===== config.mk =====
export PLATFORM = sky130hd
export DESIGN_NAME = rsp_s1_prep_pg_ctrl
export DESIGN_NICKNAME = d
export VERILOG_FILES = /design/src/rtl/rsp_s1_prep_pg_ctrl.sv
export SDC_FILE = /design/constraint.sdc
export NUM_CORES = 1
export LEC_CHECK = 0
export BUFFER_PORTS_ARGS = -buffer_cell sky130_fd_sc_hd__buf_4
export CAP_MARGIN = 20
export CORE_ASPECT_RATIO = 1.25
export CORE_UTILIZATION = 30
export DETAILED_ROUTE_END_ITERATION = 12
export PLACE_DENSITY = 0.64
export SLEW_MARGIN = 0
export SYNTH_ARGS = -nofsm -noshare
export SYNTH_HDL_FRONTEND = slang
export SYNTH_SLANG_ARGS = --single-unit

===== constraint.sdc =====
create_clock -name clk -period 2.45 [get_ports clk]
set_input_delay 0.1225 -clock clk [delete_from_list [all_inputs] [get_ports clk]]
set_output_delay 0.1225 -clock clk [all_outputs]
set_load 0.02 [all_outputs]

===== src/rtl/rsp_s1_prep_pg_ctrl.sv =====
// Sequencing controller for the phase-generation prep stage: loads the entry table, then
// runs fetch/wait/start/run per frame. Optional frame counter under RSP_PG_CTRL_FRAME_CNT_EN.
module rsp_s1_prep_pg_ctrl #(
  parameter int RAM_DELAY       = 2,
  parameter int RAM1_ADDR_WIDTH = 6,
  parameter int ENTRY_NUM       = 32,
  parameter int DATA_NUM        = 1024
) (
  input  logic                       clk,
  input  logic                       rst_n,
  input  logic                       i_cfg_wr,
  input  logic [31:0]                i_cfg_data,
  output logic                       o_cfg_done,
  input  logic                       i_frame_req,
  input  logic [RAM1_ADDR_WIDTH-1:0] i_frame_entry,
  output logic                       o_frame_ack,
  input  logic                       i_stall,
  output logic                       o_ram1_ena,
  output logic                       o_ram1_wena,
  output logic [RAM1_ADDR_WIDTH-1:0] o_ram1_addr,
  output logic [31:0]                o_ram1_dina,
  output logic                       o_start,
  output logic                       o_data_valid,
  output logic                       o_data_last,
  output logic                       o_busy,
  output logic                       o_err
`ifdef RSP_PG_CTRL_FRAME_CNT_EN
  ,
  output logic [15:0]                o_frame_cnt
`endif
);

  localparam int AW     = RAM1_ADDR_WIDTH;
  localparam int BEATS  = DATA_NUM / 4;
  localparam int BEAT_W = (BEATS > 1) ? $clog2(BEATS) : 1;
  localparam int DLY_W  = (RAM_DELAY > 1) ? $clog2(RAM_DELAY) : 1;
  localparam logic [AW:0]       ENTRY_CNT = (AW+1)'(ENTRY_NUM);
  localparam logic [BEAT_W-1:0] BEAT_END  = BEAT_W'(BEATS - 1);
  localparam logic [DLY_W-1:0]  DLY_END   = DLY_W'(RAM_DELAY - 1);

  typedef enum logic [2:0] {S_IDLE, S_FETCH, S_WAIT, S_START, S_RUN} state_t;

  state_t            state_q, state_d;
  logic [AW:0]       wcnt_q, wcnt_d;
  logic [BEAT_W-1:0] beat_q, beat_d;
  logic [DLY_W-1:0]  dly_q, dly_d;
  logic              cfg_done_q, cfg_done_d;
  logic              ack_q, ack_d;
  logic              ena_q, ena_d;
  logic              wena_q, wena_d;
  logic [AW-1:0]     addr_q, addr_d;
  logic [31:0]       dina_q, dina_d;
  logic              start_q, start_d;
  logic              valid_q, valid_d;
  logic              last_q, last_d;
  logic              busy_q, busy_d;
  logic              err_q, err_d;
  logic              accept;
`ifdef RSP_PG_CTRL_FRAME_CNT_EN
  logic [15:0]       frame_cnt_q, frame_cnt_d;
`endif

  always_comb begin
    state_d = state_q;
    wcnt_d  = wcnt_q;
    beat_d  = beat_q;
    dly_d   = dly_q;
    ack_d   = 1'b0;
    ena_d   = 1'b0;
    wena_d  = 1'b0;
    addr_d  = '0;
    dina_d  = '0;
    start_d = 1'b0;
    valid_d = 1'b0;
    last_d  = 1'b0;
    err_d   = 1'b0;
    accept  = (state_q == S_IDLE) && cfg_done_q && ({1'b0, i_frame_entry} < ENTRY_CNT);

    // Table load only happens while idle and not yet complete; the write wins over a request.
    if (state_q == S_IDLE && !cfg_done_q && i_cfg_wr) begin
      ena_d  = 1'b1;
      wena_d = 1'b1;
      addr_d = wcnt_q[AW-1:0];
      dina_d = i_cfg_data;
      wcnt_d = wcnt_q + (AW+1)'(1);
    end
    if (i_frame_req && !accept) err_d = 1'b1;

    case (state_q)
      S_IDLE: begin
        if (i_frame_req && accept) begin
          state_d = S_FETCH;
          ack_d   = 1'b1;
          ena_d   = 1'b1;
          addr_d  = i_frame_entry;
        end
      end
      S_FETCH: begin
        state_d = S_WAIT;
        dly_d   = '0;
      end
      S_WAIT: begin
        if (dly_q == DLY_END) begin
          state_d = S_START;
          start_d = 1'b1;
        end else begin
          dly_d = dly_q + DLY_W'(1);
        end
      end
      S_START: state_d = S_RUN;
      S_RUN:   if (last_q) state_d = S_IDLE;
      default: state_d = S_IDLE;
    endcase

    // Beat issue is decided one cycle ahead so the strobes come straight from flops.
    if (state_d == S_RUN && !i_stall) begin
      valid_d = 1'b1;
      last_d  = (beat_q == BEAT_END);
      beat_d  = last_d ? '0 : beat_q + BEAT_W'(1);
    end

    cfg_done_d = (wcnt_d == ENTRY_CNT);
    busy_d     = (state_d != S_IDLE);
`ifdef RSP_PG_CTRL_FRAME_CNT_EN
    frame_cnt_d = frame_cnt_q + 16'(last_d);
`endif
  end

  always_ff @(posedge clk or negedge rst_n) begin
    if (!rst_n) begin
      state_q    <= S_IDLE;
      wcnt_q     <= '0;
      beat_q     <= '0;
      dly_q      <= '0;
      cfg_done_q <= 1'b0;
      ack_q      <= 1'b0;
      ena_q      <= 1'b0;
      wena_q     <= 1'b0;
      addr_q     <= '0;
      dina_q     <= '0;
      start_q    <= 1'b0;
      valid_q    <= 1'b0;
      last_q     <= 1'b0;
      busy_q     <= 1'b0;
      err_q      <= 1'b0;
`ifdef RSP_PG_CTRL_FRAME_CNT_EN
      frame_cnt_q <= '0;
`endif
    end else begin
      state_q    <= state_d;
      wcnt_q     <= wcnt_d;
      beat_q     <= beat_d;
      dly_q      <= dly_d;
      cfg_done_q <= cfg_done_d;
      ack_q      <= ack_d;
      ena_q      <= ena_d;
      wena_q     <= wena_d;
      addr_q     <= addr_d;
      dina_q     <= dina_d;
      start_q    <= start_d;
      valid_q    <= valid_d;
      last_q     <= last_d;
      busy_q     <= busy_d;
      err_q      <= err_d;
`ifdef RSP_PG_CTRL_FRAME_CNT_EN
      frame_cnt_q <= frame_cnt_d;
`endif
    end
  end

  assign o_cfg_done   = cfg_done_q;
  assign o_frame_ack  = ack_q;
  assign o_ram1_ena   = ena_q;
  assign o_ram1_wena  = wena_q;
  assign o_ram1_addr  = addr_q;
  assign o_ram1_dina  = dina_q;
  assign o_start      = start_q;
  assign o_data_valid = valid_q;
  assign o_data_last  = last_q;
  assign o_busy       = busy_q;
  assign o_err        = err_q;
`ifdef RSP_PG_CTRL_FRAME_CNT_EN
  assign o_frame_cnt  = frame_cnt_q;
`endif

endmodule


Yosys cells after proc, flatten, opt, wreduce, memory -nomap -nowiden
Index checks and enable logic that the tools add are counted.
Word-level totals
  bits in registers: 66
  input bits: 43
  output and inout bits: 47
  word-level logic and storage cells: 61
Operators by class
  add/subtract/negate cells: 3
  order comparisons: 1
  equality and inequality tests: 7
  mux-type cells: 22
  reductions and logical operators: 13
Operators by type and width (count)
  2-to-1 mux 32 bit: 1
  2-to-1 mux 6 bit: 3
  one-hot mux 3 bit (5 select lines): 1
  2-to-1 mux 1 bit: 11
  2-to-1 mux 3 bit: 3
  adder 8 x 1 -> 8 bit (second input constant): 1
  equality test 8 bit (second input constant): 1
  2-to-1 mux 8 bit: 1
  adder 7 x 1 -> 7 bit (second input constant): 1
  equality test 7 x 6 -> 1 bit (second input constant): 1
  logical AND 1 bit: 7
  2-to-1 mux 7 bit: 1
  equality test 3 x 2 -> 1 bit (second input constant): 2
  equality test 3 bit (second input constant): 2
  less-than comparator 6 bit (second input constant): 1
  equality test 3 x 1 -> 1 bit (second input constant): 1
  logical NOT 1 bit: 3
  logical NOT 3 bit: 1
  nonzero test 3 bit: 1
  one-hot mux 1 bit (2 select lines): 1
  nonzero test 2 bit: 1
  adder 1 bit (second input constant): 1

Depth between registers and ports, before layout
Gate-level depths: netlist (run 1).
  depth in word-level cells: 9
  mapped depth: 6
  mapped depth without buffers: 5

Least setup slack after synthesis (run 1)
No wires, ideal clock.
  path type: register to register
  from: register last_q (netlist: o_data_last)
  to: register beat_q[5]
  library setup time: 0.077 ns
  arrival time: 1.873 ns
  data required time: 2.373 ns
  path slack: 0.499 ns
  cell stages (with the launch flop): 5
  path buffers: 0
  clock period less this slack: 1.951 ns
  path through: dfrtp_1 or4b_4 a21o_4 or4_1 a21oi_1
On the way
  cells in the longest elaborated chain, start to end: 4
RTL lines
  start: declaration: line 55  | logic last_q, last_d;
  start signal: assignment: line 162  | last_q <= last_d;
  2-to-1 mux 3 bit: line 111  | S_RUN: if (last_q) state_d = S_IDLE;
  one-hot mux 3 bit (5 select lines): line 89  | case (state_q)
  equality test 3 bit: line 116  | if (state_d == S_RUN && !i_stall) begin
  logical AND 1 bit: line 116
  end signal: assignment: line 152  | beat_q <= beat_d;
  end: declaration: line 45  | logic [BEAT_W-1:0] beat_q, beat_d;
Every way passes these cells.
A chain may end at the register's enable or synchronous reset.

Final worst setup path (run 1)
  from: register state_q[0]
  to: register beat_q[7]
On the way
  cells in the longest elaborated chain, start to end: 8
  elaborated cells on any way between the ends: 14
  those cells by class: 5 x eq/ne; 4 x mux; 5 x reduce/logical
RTL lines
  start: declaration: line 43  | state_t state_q, state_d;
  start signal: assignment: line 150  | state_q <= state_d;
  logical NOT 3 bit: line 77, 89
  logical AND 1 bit (2 in series): line 77  | accept = (state_q == S_IDLE) && cfg_done_q && ({1'b0, i_frame_entry} < ENTRY_CNT);
  logical AND 1 bit: line 91  | if (i_frame_req && accept) begin
  2-to-1 mux 3 bit: line 91
  one-hot mux 3 bit (5 select lines) *: line 89
  equality test 3 bit *: line 116
  logical AND 1 bit *: line 116
Mark *: on every way between the ends. The rest lies on a longest branch, timed or not.

==> impl_metrics.csv, run 1 <==
group,metric,value,unit
logic_synthesis,synth_seq_area_share,64.0,%
timing,fmax,498,MHz
power_and_ir_drop,leakagePower,0.00193,uW
timing,drv_slew,0,
clock_network,htree_levels,3,
floorplan,row_count,37,
route,routedWlPerCell,14.2,um
layout,drive_above_1_share,38.4,%
global_route,grt_pass1_vias,1896,
setup_path,arrival,2260,ps
logic_synthesis,ys_warn_count,0,
logic_synthesis,yosysTopAreaCell,"dfrtp_1",
place,placed_area,3350,sq um
route,routed_wl,5790,um
global_route,track_usage,13.7,%
timing,tns,0,ps
setup_path,critPathKind,"reg2reg",
route,drtPass1Iterations,4,
clock_network,clockBufferDepth,2,
floorplan,die_y,106,um
run,max_cap_viol_count,0,
logic_synthesis,synth_seq_cells,66,
power_and_ir_drop,finalPower,3610,uW
setup_path,reg2regPathDepth,4,
route,vias_per_cell,4.71,
timing,hold_viol_final,0,
timing,final-setup-viol-count,0,
power_and_ir_drop,p_per_area,999,nW/um^2
clock_network,clkLatencyLatePin,330,ps
logic_synthesis,ys_types,43,
clock_network,post_cts_resized,0,
layout,synthToLayoutAreaGrowth,40.0,%
global_route,grt_max_degree,67,
logic_synthesis,netlist_area,2580,sq um
timing,slew-limit-headroom,47.6,%
setup_path,reg2reg_from,"state_q[0]",
clock_network,clock-sinks,66,
logic_synthesis,synth_commonest_cells,"dfrtp_1, and3_1, nand2_1",
route,drcViolationCount,0,
global_route,grt-ovfl-total,0,
global_route,antenna_found_initial,0,
setup_path,cp_max_fo,8,
place,dp_worst_setup_slack,458,ps
logic_synthesis,async_reset_ff_share,100,%
logic_synthesis,synth_edf_count,0,
logic_synthesis,synth.avg_cell_area,12.7,sq um
route,drt_iter0_drc,102,
floorplan,io_pins,90,
setup_path,endpoint_kind,"register",
logic_synthesis,synth_ff_type,"dfrtp_1",
setup_path,rrSetupSlack,440,ps
clock_network,cts_tree,"yes",
logic_synthesis,synth_nets,250,
place,gp_congestion,0.842,
clock_network,clk_pin_slew_worst_paths,70,ps
timing,setup_slack,442,ps
clock_network,cts_buffers,9,
layout,layout.nets,351,
layout,design_area,3620,sq um
logic_synthesis,synthCells,204,
floorplan,start_util,31.2,%
outcome,outcome,"finished clean",
logic_synthesis,ys_top_cells_by_area,"dfrtp_1, and3_1, xnor2_1, nand2_1, clkbuf_1",
layout,fillers,766,
setup_path,required,2710,ps
timing,worst_pin_slew,786,ps
place,dp_hpwl,4030,um
setup_path,setup.worst_path.end,"beat_q[7]",
floorplan,die_w,85.0,um
clock_network,root_buffer,"clkbuf_8",
route,antenna_left,0,
logic_synthesis,synth_top_cell_area_share,64.0,%
floorplan,core,8290,sq um
global_route,grt_pass1_wl,9360,um
setup_path,r2r_end,"beat_q[7]",
route,vias,1915,
logic_synthesis,synth_most_common_cell,"dfrtp_1",
floorplan,dieArea,8990,sq um
timing,fin_crit_sh,82.0,%
timing,clock_skew,8.05,ps
timing,period_minus_slack,2010,ps
place,port_buffers,89,
worst_hold_path,hold_path_class,"in2reg",
layout,antenna_cells,0,
power_and_ir_drop,ir_drop,0.380,mV
setup_path,cp-startpoint,"state_q[0]",
timing,rsz0062_at_grt,"no",
setup_path,crit_path_start_kind,"register",
## power breakdown
part | switching, uW | internal [uW] | leakage [uW]
clock | 397 | 395 | 0.0000903
combinational | 681 | 579 | 0.000969
sequential | 214 | 1350 | 0.000871
total | 1290 | 2320 | 0.00193
## metal layers
layer / global-route usage [%] / up-vias / part of all wire, %
met3: 4.31 / 11 / 6.4
met5: 0 / - / 0
met2: 23.1 / 67 / 51
met4: 6.54 / 0 / 1.7
li1: - / 924 / -
met1: 15.6 / 913 / 41
## stage by stage
step / cells / hold WS, ps / util (%)
after floorplan: 204 / -173 / -
after global placement: 382 / 263 / 40.5
after detailed placement: 382 / 267 / 40.5
after CTS: 403 / 0.210 / 43.2
after global routing: 407 / 2.03 / 43.6
final: 407 / 17.9 / 43.6
## flip-flops by register name, indices dropped and copies added (netlist names), 3 cells and up
register	flops
state_q	3
o_ram1_addr	6
beat_q	8
wcnt_q	7
o_ram1_dina	32
## worst max-delay path, stage by stage, from the launching register on
cell and delay (ps):
dfrtp_1 460, or4b_4 560, a21o_4 260, or4_1 500, a21oi_1 150
## logic make-up after synthesis
logic type	count (synthesis)	share of synthesized area, %
buf+inv	16	2.76
flops	66	64.0
compound gates	20	6.10
fa+ha+maj	3	1.45
xor+xnor	10	3.39
simple gates	86	21.1
mux	3	1.26
## cell usage in the layout (no fill, tap or decap), drive strengths merged, types with 3 or more instances in the layout
cell,count
clkinv,4
ha,3
nand2,11
dlygate4sd3,9
nand4,3
buf,93
dfrtp,66
o31ai,3
nor2,5
nand3,5
xnor2,8
and3,36
nor3,3
and2,4
a22o,3
a21oi,3
clkbuf,12
and4,4
inv,4
## worst min-delay path by stage
| stage | endpoint | slack (ps) | depth (start not counted) | startpoint |
|---|---|---|---|---|
| final | o_ram1_dina[30] | 20 | 2 | i_cfg_data[30] |
| after global routing | o_ram1_dina[3] | 2 | 2 | i_cfg_data[3] |
| after CTS | o_ram1_dina[4] | 0.2 | 2 | i_cfg_data[4] |
| after detailed placement | o_ram1_dina[2] | 270 | 1 | rst_n |
| after global placement | o_ram1_dina[2] | 260 | 1 | rst_n |
| after floorplan | beat_q[0] | -170 | 0 | rst_n |
## cell type report
class	instances	area [sq um]	share of cell area [%]
clock inverters	4	27.5	0.761
flip-flops and latches	66	1650	45.7
well taps	97	121	3.36
repair buffers	102	788	21.8
inverters	4	15.0	0.415
multi-input cells	122	867	24.0
clock buffers	12	145	4.01
## repair_timing
item                      4_1_cts  5_1_grt
hold buffers                    5        4
buffers inserted                0        0
hold endpoints to repair       70        4
(Power assumes the default switching activity.)
==> run 2: changes to the inputs <==
--- a/config.mk
+++ b/config.mk
@@ -5,12 +5,13 @@
 export SDC_FILE = /design/constraint.sdc
 export NUM_CORES = 1
 export LEC_CHECK = 0
+export ABC_AREA = 1
 export BUFFER_PORTS_ARGS = -buffer_cell sky130_fd_sc_hd__buf_4
 export CAP_MARGIN = 20
 export CORE_ASPECT_RATIO = 1.25
 export CORE_UTILIZATION = 30
 export DETAILED_ROUTE_END_ITERATION = 12
-export PLACE_DENSITY = 0.64
+export PLACE_DENSITY = 0.65
 export SLEW_MARGIN = 0
 export SYNTH_ARGS = -nofsm -noshare
 export SYNTH_HDL_FRONTEND = slang
==> constraint.sdc (replaced) <==
create_clock -name clk -period 1.6 [get_ports clk]
set_input_delay 0.08 -clock clk [delete_from_list [all_inputs] [get_ports clk]]
set_output_delay 0.08 -clock clk [all_outputs]
set_load 0.02 [all_outputs]
==> impl_metrics.csv, run 2 <==
group,metric,value,unit
power_and_ir_drop,power.switching,944,uW
layout,synthToLayoutAreaGrowth,55.0,%
layout,drive_above_1_share,33.2,%
logic_synthesis,ys_top_cells_by_area,"dfrtp_1, inv_1, nor2_1, nand2_1, nand3_1",
power_and_ir_drop,sw_frac_of_total,24.4,%
run,max_cap_viol_count,0,
outcome,violations,"hold timing",
place,dp.cells,475,
setup_path,rrSetupSlack,120,ps
layout,multi_input_area,751,sq um
logic_synthesis,yosysTopAreaCell,"dfrtp_1",
logic_synthesis,synth_ff_type,"dfrtp_1",
timing,rsz0062_at_grt,"yes",
setup_path,arrival,1750,ps
worst_hold_path,hold_path_class,"in2reg",
layout,layout_common_cells,"buf_4, dfrtp_1, inv_1",
place,dp_worst_setup_slack,102,ps
layout,fillers,808,
clock_network,clk_pin_slew_worst_paths,70,ps
outcome,outcome,"complete, but fails checks",
logic_synthesis,synth_most_common_cell,"dfrtp_1",
layout,largest_register_ffs,32,
logic_synthesis,synth_top_cell_area_share,62.2,%
setup_path,reg2regPathDepth,9,
setup_path,reg2reg_from,"state_q[1]",
logic_synthesis,async_reset_ff_share,100,%
clock_network,clkLatencyLatePin,340,ps
setup_path,worst_path_max_delay_cell,"dfrtp_1",
floorplan,start_util,30.7,%
clock_network,root_buffer,"clkbuf_8",
logic_synthesis,synth_commonest_cells,"dfrtp_1, inv_1, nor2_1",
route,drcViolationCount,0,
logic_synthesis,synth_edf_count,0,
clock_network,htree_levels,3,
layout,layout.nets,451,
timing,fmax,675,MHz
setup_path,critPathKind,"reg2reg",
layout,final_common_cell,"buf_4",
timing,hold_viol_final,1,
setup_path,cp_slowest_stage_delay,440,ps
power_and_ir_drop,p_per_area,939,nW/um^2
global_route,track_usage,13.9,%
place,port_buffers,89,
global_route,grt-ovfl-total,0,
layout,ff_latch_area,1650,sq um
place,gp_congestion,0.736,
timing,setup_slack,118,ps
layout,antenna_cells,0,
timing,period_minus_slack,1480,ps
timing,tns,0,ps
global_route,grt_pass1_vias,2216,
global_route,grt_pass1_wl,9740,um
logic_synthesis,ys_types,32,
logic_synthesis,synth_nets,313,
logic_synthesis,synthCells,267,
logic_synthesis,ys_warn_count,0,
route,vias,2142,
timing,hold-worst-slack,-15.4,ps
timing,final-setup-viol-count,0,
clock_network,cts_buffers,9,
clock_network,clock-sinks,66,
setup_path,crit_chain,"nor2_4, nand3_4, clkinv_4, ha_1, inv_1, nand3_1, nor2_1, nand3_1, nor2_1",
clock_network,cts_tree,"yes",
timing,worst_pin_slew,363,ps
place,dp_hpwl,3810,um
setup_path,crit_path_start_kind,"register",
power_and_ir_drop,leakagePower,0.00224,uW
timing,slew-limit-headroom,75.8,%
route,antenna_left,0,
timing,drv_slew,0,
timing,fin_crit_sh,92.6,%
route,routedWlPerCell,11.2,um
logic_synthesis,netlist_area,2660,sq um
setup_path,cp_max_fo,4,
floorplan,dieArea,9240,sq um
power_and_ir_drop,ir_drop,0.409,mV
layout,finalNonFillerCells,530,
worst_hold_path,holdPathStages,3,
floorplan,io_pins,90,
global_route,antenna_found_initial,0,
power_and_ir_drop,finalPower,3870,uW
setup_path,setup.worst_path.end,"o_cfg_done",
route,drtPass1Iterations,4,
power_and_ir_drop,clock_power_share,40.6,%
timing,clock_skew,8.19,ps
route,vias_per_cell,4.04,
power_and_ir_drop,seq_power_share,47.7,%
setup_path,cp-startpoint,"state_q[1]",
clock_network,clockBufferDepth,2,
setup_path,required,1870,ps
global_route,grt_max_degree,67,
logic_synthesis,synth.avg_cell_area,9.95,sq um
setup_path,endpoint_kind,"register",
setup_path,r2r_end,"o_cfg_done",
route,drt_iter0_drc,88,
logic_synthesis,synth_seq_cells,66,
logic_synthesis,synth_seq_area_share,62.2,%
floorplan,die_y,107,um
floorplan,core,8650,sq um
floorplan,row_count,38,
route,routed_wl,5920,um
power_and_ir_drop,p_comb_share,11.7,%
power_and_ir_drop,power.internal,2920,uW
floorplan,die_w,86.2,um
==> run 2: changes by cell type after synthesis, moves of 5 or more <==
cell and change:
inv_1 +49, nor2_1 +39, and3_1 -36, nand2_1 +29, clkbuf_1 -10, xnor2_1 -6, o21ai_0 +5
==> run 2: stage by stage <==
| stage | area (sq um) | utilization, % | hold WS (ps) |
|---|---|---|---|
| 2_1_floorplan | 2660 | - | -216 |
| 3_3_place_gp | 3490 | 40.3 | 106 |
| 3_5_place_dp | 3490 | 40.3 | 111 |
| 4_1_cts | 4110 | 47.5 | 84.9 |
| 5_1_grt | 4120 | 47.6 | 12.2 |
| 6_report | 4120 | 47.6 | -15.4 |
==> run 2: how the worst min path moves through the flow <==
stage	start	to	slack [ps]
after detailed placement	rst_n	o_ram1_dina[18]	110
final	i_frame_entry[5]	o_err	-20
after floorplan	rst_n	beat_q[0]	-220
after CTS	i_stall	o_data_last	80
after global routing	i_frame_entry[5]	o_err	10
after global placement	rst_n	o_ram1_dina[17]	110
==> run 2: timing repair <==
action | 4_1_cts | 5_1_grt
gates resized for setup | 0 | 4
endpoints found under the hold margin | 104 | 0
endpoints found under the setup margin | 0 | 4
setup buffers | 0 | 0
hold buffers | 40 | 0
==> run 2: worst max-delay path: cells and delay by family, from the launching register on <==
family | cells | cell delay [ps]
and+or+nand+nor | 6 | 650
DFF | 1 | 440
buffers and inverters | 2 | 120
adders and majority gates | 1 | 220
==> run 2: kinds of logic after synthesis <==
logic type               count (synthesis)  share of synthesized area (%)
AO/OA/AOI/OAI                           17                           4.38
XOR/XNOR                                 6                           2.26
adder cells (fa/ha/maj)                  3                           1.41
buffers and inverters                   64                           9.94
flip-flops                              66                           62.2
AND/OR/NAND/NOR                        111                           19.8
==> run 2: metal layers <==
metal	vias up	track usage, %	share of wire (%)
met1	985	15.9	42
met3	15	3.62	6.3
met5	-	0	0
met4	0	7.74	2.4
met2	74	23.3	50
li1	1068	-	-
==> run 2: cell type report <==
| cell class | count | share of cell area [%] |
|---|---|---|
| Sequential cell | 66 | 40.1 |
| Timing Repair Buffer | 132 | 26.8 |
| Multi-Input combinational cell | 137 | 18.2 |
| Inverter | 59 | 5.65 |
| Tap cell | 120 | 3.65 |
| Clock buffer | 10 | 3.34 |
| Clock inverter | 6 | 2.16 |
==> run 2: power groups by stage <==
stage / logic (uW) / registers (uW) / clock network, uW
global route: 511 / 1860 / 1690
finish: 453 / 1840 / 1570
CTS: 453 / 1840 / 1620
detailed placement: 375 / 1870 / 0
floorplan: 201 / 1870 / 0
global placement: 362 / 1870 / 0
